===== src/rtl/blake_pkg.sv =====
// Shared types, default schedule constants and counter width helper for the
// BLAKE round sequencer.
package blake_pkg;

  typedef enum logic [2:0] {
    ST_IDLE,
    ST_INIT,
    ST_ROUND,
    ST_FINAL,
    ST_DONE
  } state_t;

  localparam int DEF_NUM_ROUNDS      = 16;
  localparam int DEF_STEPS_PER_ROUND = 4;
  localparam int DEF_SIGMA_PERIOD    = 10;

  // Counter width for a modulus n; a modulus of 1 still gets one (constant-0) bit.
  function automatic int cnt_w(input int n);
    return (n > 1) ? $clog2(n) : 1;
  endfunction

endpackage


===== src/rtl/blake_wrap_counter.sv =====
// Modulo-MOD counter with synchronous clear (priority over enable) and a
// wrap flag decoded from the count register.
module blake_wrap_counter
  import blake_pkg::*;
#(
  parameter int MOD = 4,
  parameter int W   = cnt_w(MOD)
) (
  input  logic         clk,
  input  logic         rstb,
  input  logic         en,
  input  logic         clr,
  output logic [W-1:0] value,
  output logic         wrap
);

  logic [W-1:0] cnt_q, cnt_d;

  assign wrap  = (cnt_q == W'(MOD - 1));
  assign value = cnt_q;

  always_comb begin
    cnt_d = cnt_q;
    if (clr)     cnt_d = '0;
    else if (en) cnt_d = wrap ? '0 : cnt_q + 1'b1;
  end

  always_ff @(posedge clk or negedge rstb) begin
    if (!rstb) cnt_q <= '0;
    else       cnt_q <= cnt_d;
  end

endmodule


===== src/rtl/blake_round_sequencer.sv =====
// Control sequencer for a BLAKE compression: IDLE/INIT/ROUND/FINAL/DONE with
// step, round and sigma counters. Define BLAKE_SEQ_ABORT_EN to add abort/aborted.
module blake_round_sequencer
  import blake_pkg::*;
#(
  parameter int NUM_ROUNDS      = DEF_NUM_ROUNDS,
  parameter int STEPS_PER_ROUND = DEF_STEPS_PER_ROUND,
  parameter int SIGMA_PERIOD    = DEF_SIGMA_PERIOD,
  localparam int RW = cnt_w(NUM_ROUNDS),
  localparam int SW = cnt_w(STEPS_PER_ROUND)
) (
  input  logic          clk,
  input  logic          rstb,
  input  logic          ena,
  input  logic          last_block,
  output logic          ready,
  output logic          busy,
  output logic          init_round,
  output logic          round_ing,
  output logic          step_en,
  output logic [RW-1:0] round_idx,
  output logic [SW-1:0] step_idx,
  output logic [3:0]    sigma_idx,
  output logic          last_step,
  output logic          final_en,
  output logic          done,
  output logic          digest_valid
`ifdef BLAKE_SEQ_ABORT_EN
  ,
  input  logic          abort,
  output logic          aborted
`endif
);

  state_t state_q, state_d;
  logic   lb_q, lb_d;
  logic   abort_hit;
  logic   in_round, cnt_clr, step_wrap, round_wrap, sigma_wrap;

  assign in_round = (state_q == ST_ROUND);

`ifdef BLAKE_SEQ_ABORT_EN
  logic aborted_q, aborted_d;
  assign abort_hit = abort && (state_q inside {ST_INIT, ST_ROUND, ST_FINAL});
  assign aborted_d = abort_hit;
  assign aborted   = aborted_q;

  always_ff @(posedge clk or negedge rstb) begin
    if (!rstb) aborted_q <= 1'b0;
    else       aborted_q <= aborted_d;
  end
`else
  assign abort_hit = 1'b0;
`endif

  // Counters only run in ROUND; every other state (and an abort) holds them at zero.
  assign cnt_clr = !in_round || abort_hit;

  blake_wrap_counter #(.MOD(STEPS_PER_ROUND), .W(SW)) u_step (
    .clk(clk), .rstb(rstb), .en(in_round), .clr(cnt_clr),
    .value(step_idx), .wrap(step_wrap)
  );

  blake_wrap_counter #(.MOD(NUM_ROUNDS), .W(RW)) u_round (
    .clk(clk), .rstb(rstb), .en(in_round && step_wrap), .clr(cnt_clr),
    .value(round_idx), .wrap(round_wrap)
  );

  blake_wrap_counter #(.MOD(SIGMA_PERIOD), .W(4)) u_sigma (
    .clk(clk), .rstb(rstb), .en(in_round && step_wrap), .clr(cnt_clr),
    .value(sigma_idx), .wrap(sigma_wrap)
  );

  always_ff @(posedge clk or negedge rstb) begin
    if (!rstb) begin
      state_q <= ST_IDLE;
      lb_q    <= 1'b0;
    end else begin
      state_q <= state_d;
      lb_q    <= lb_d;
    end
  end

  always_comb begin
    state_d = state_q;
    lb_d    = lb_q;
    unique case (state_q)
      ST_IDLE: if (ena) begin
        state_d = ST_INIT;
        lb_d    = last_block;
      end
      ST_INIT:  state_d = ST_ROUND;
      ST_ROUND: if (step_wrap && round_wrap) state_d = ST_FINAL;
      ST_FINAL: state_d = ST_DONE;
      ST_DONE:  state_d = ST_IDLE;
      default:  state_d = ST_IDLE;
    endcase
    if (abort_hit) state_d = ST_IDLE;
  end

  always_comb begin
    ready        = (state_q == ST_IDLE);
    busy         = !ready;
    init_round   = (state_q == ST_INIT);
    round_ing    = in_round;
    step_en      = in_round;
    last_step    = in_round && step_wrap && round_wrap;
    final_en     = (state_q == ST_FINAL);
    done         = (state_q == ST_DONE);
    digest_valid = (state_q == ST_DONE) && lb_q;
  end

  logic unused_ok;
  assign unused_ok = sigma_wrap;

endmodule

===== config.mk =====
export PLATFORM = sky130hd
export DESIGN_NAME = blake_round_sequencer
export DESIGN_NICKNAME = d
export VERILOG_FILES = /design/src/rtl/blake_pkg.sv /design/src/rtl/blake_wrap_counter.sv /design/src/rtl/blake_round_sequencer.sv
export SDC_FILE = /design/constraint.sdc
export NUM_CORES = 1
export LEC_CHECK = 0
export CAP_MARGIN = 10
export CORE_MARGIN = 3
export CORE_UTILIZATION = 44
export CTS_CLUSTER_SIZE = 12
export DETAILED_ROUTE_END_ITERATION = 6
export HOLD_SLACK_MARGIN = 0.15
export PLACE_DENSITY = 0.81
export REMOVE_ABC_BUFFERS = 1
export SLEW_MARGIN = 5
export SYNTH_ARGS = -nofsm -noshare
export SYNTH_HDL_FRONTEND = slang
export SYNTH_SLANG_ARGS = --single-unit
export TNS_END_PERCENT = 50

===== constraint.sdc =====
create_clock -name clk -period 1.5 [get_ports clk]
set_clock_uncertainty 0.2 [all_clocks]
set_input_delay 0.3 -clock clk [delete_from_list [all_inputs] [get_ports clk]]
set_output_delay 0.3 -clock clk [all_outputs]
set_load 0.005 [all_outputs]

==> reports/metrics.yaml <==
hold_depth: 1
layout.nets: 132
wl_per_cell_um: 17.5
drt-total-wl_mm: 2.43
slew_headroom_pct: 85.5
final_antenna_net_count: 0
clock_latency_ps: 280
violations: "negative setup slack"
core_um2: 1520
viasPerCell: 5.57
yosys.area.top_type: "dfrtp_1"
die_area_um2: 2170
async_reset_ff_share_pct: 100
r2r-start: "state_q[0]"
cap_violations: 0
synthFlopType: "dfrtp_1"
track_usage_pct: 22.8
num_vias: 774
grt_setup_unrepaired: "true"
drc_errors: 0
postLayoutSetupSlackWorst_ps: -324
pin_count: 23
regToRegSetupSlack_ps: -260
synth_edf_count: 0
clock-sinks: 14
synth_top_cell_area_share_pct: 48.4
synthCells: 69
yosys-top-cells-count: "14 x dfrtp_1, 5 x a21oi_1, 5 x nand2_1, 5 x nor2_1, 4 x ha_1"
synth.most_common_cell: "dfrtp_1"
powerDensity_nw_per_um2: 535
required_ps: 1000
cellLeakagePower_nw: 0.641
hold_viol: 0
area_growth_pct: 75.3
h-tree-depth: 1
r2r-end: "lb_q"
die_y_um: 46.6
drv_slew: 0
finalCriticalPeriod_ps: 1820
hold_end: "lb_q"
worstSetupPathType: "reg -> out"
tns_ps: -2910
grt_overflow: 0
drt-initial-drc-count: 18
dr.pass1.iters: 4
synth-seq-area-share_pct: 48.4
cts_root_buffer: "clkbuf_4"
rows: 14
clkSlewWorstSetupHoldPaths_ps: 100
status: "finished with violations"
grt_max_degree: 15
worst_pin_slew_ps: 217
numPortBuffers: 22
fp.dieW_um: 46.6
ir_worst_vdd_uv: 522
antenna_found_initial: 0
max_freq_mhz: 548
critPathArrivalTime_ps: 1320
ys_seq_elements: 14
num_antenna_cells: 0
synth.avg_cell_area_um2: 10.5
numCtsBuffers: 3
hold_start: "lb_q"
crit_fanout: 3
hpwl_mm: 1.35
synthTopCellsByArea: "dfrtp_1 48%, ha_1 6.9%, a21oi_1 3.5%"
yosysUniqueCellTypes: 29
reg2regPathDepth: 7
grt_pass1_wl_mm: 3.41
fin_util_pct: 83.3
hp-class: "reg -> reg"
layout-drive-gt1-share_pct: 55.3
ys_warn_count: 0
cts_tree: "built"
worst_setup_path_end_kind: "primary output"
cts_max_path_buffers: 2
critPathLaunchType: "flip-flop"
setup_viol: 16
globalplace.congestion: 0.736
first_global_vias: 710
start_util_pct: 47.5
layout_worst_path_cycle_share_pct: 122
syn-cell-area_um2: 724
-- power breakdown --
| part | total [W] | switching, W | internal, W |
|---|---|---|---|
| sequential | 0.000377 | 0 | 0.000377 |
| clock | 0.000283 | 0.000135 | 0.000148 |
| combinational | 0.0000196 | 0.00000913 | 0.0000105 |
| total | 0.000680 | 0.000145 | 0.000535 |
-- layout make-up --
cell class                 count  area [µm²]
clock buffer                   4        36.3
tap                           16        20.0
timing repair buffer          53         457
sequential                    14         355
multi-input combinational     49         388
fill                          83         254
inverter                       3        13.8
-- worst max-delay path: stages, from the launching register on --
cell	delay, ps
dfrtp_1	400
ha_2	210
nand4_1	180
nor2_2	140
buf_2	120
-- cells in the final DEF (no fill, tap or decap), drive strengths merged, types with 3 or more instances in the layout --
master / count
a21oi: 5
buf: 41
clkbuf: 8
clkdlybuf4s50: 3
dfrtp: 14
ha: 4
inv: 3
nand2: 6
nand3b: 3
nor2: 5
nor3: 3
o21ai: 3
-- stage by stage --
stage               instance area (µm²)  cells  power, W  hold WS (ps)  setup slack [ps]
floorplan                           707     66  0.000385          -196             -26.6
global placement                   1080    122  0.000402           295              -257
detailed placement                 1080    122  0.000402           294              -326
CTS                                1230    137  0.000677           320              -287
global route                       1270    139  0.000687           331              -349
finish                             1270    139  0.000680           314              -324
-- routing by layer --
layer  GRT usage [%]  vias to the layer above  wire length [µm]
met5               0                        -                 0
met4            12.5                        0                65
met3            3.13                        8               165
met2            36.8                       40              1250
met1            28.9                      378               943
li1                -                      348                 -
-- worst max path at each step --
stage                          start            to  slack [ps]  cells after the start
detailed placement        state_q[1]         ready        -330                      3
CTS                       state_q[0]     last_step        -290                      5
global route              state_q[2]     last_step        -350                      5
global placement          state_q[1]  digest_valid        -260                      3
floorplan            u_step.value[0]     last_step         -30                      3
finish              u_round.value[0]     last_step        -320                      4
-- registers in the layout, indices dropped and copies added, names as in the netlist --
signal and cells:
lb_q 1, state_q 3, u_round.value 4, u_sigma.value 4, u_step.value 2
-- timing repair --
action / 4_1_cts / 5_1_grt
endpoints found under the setup margin: 21 / 22
pin swaps: 9 / 6
gates resized for setup: 78 / 17
hold buffers: 1 / 0
endpoints found under the hold margin: 14 / 0
buffers inserted: 10 / 3
-- cell families after synthesis --
kind of cell             synth area share [%]
flip-flops                               48.4
multiplexers                             3.45
AO/OA/AOI/OAI                            8.98
adder cells (fa/ha/maj)                  6.91
AND/OR/NAND/NOR                          25.9
XOR/XNOR                                 2.42
buffers and inverters                    3.97
Power figures use the tool's default switching activity.
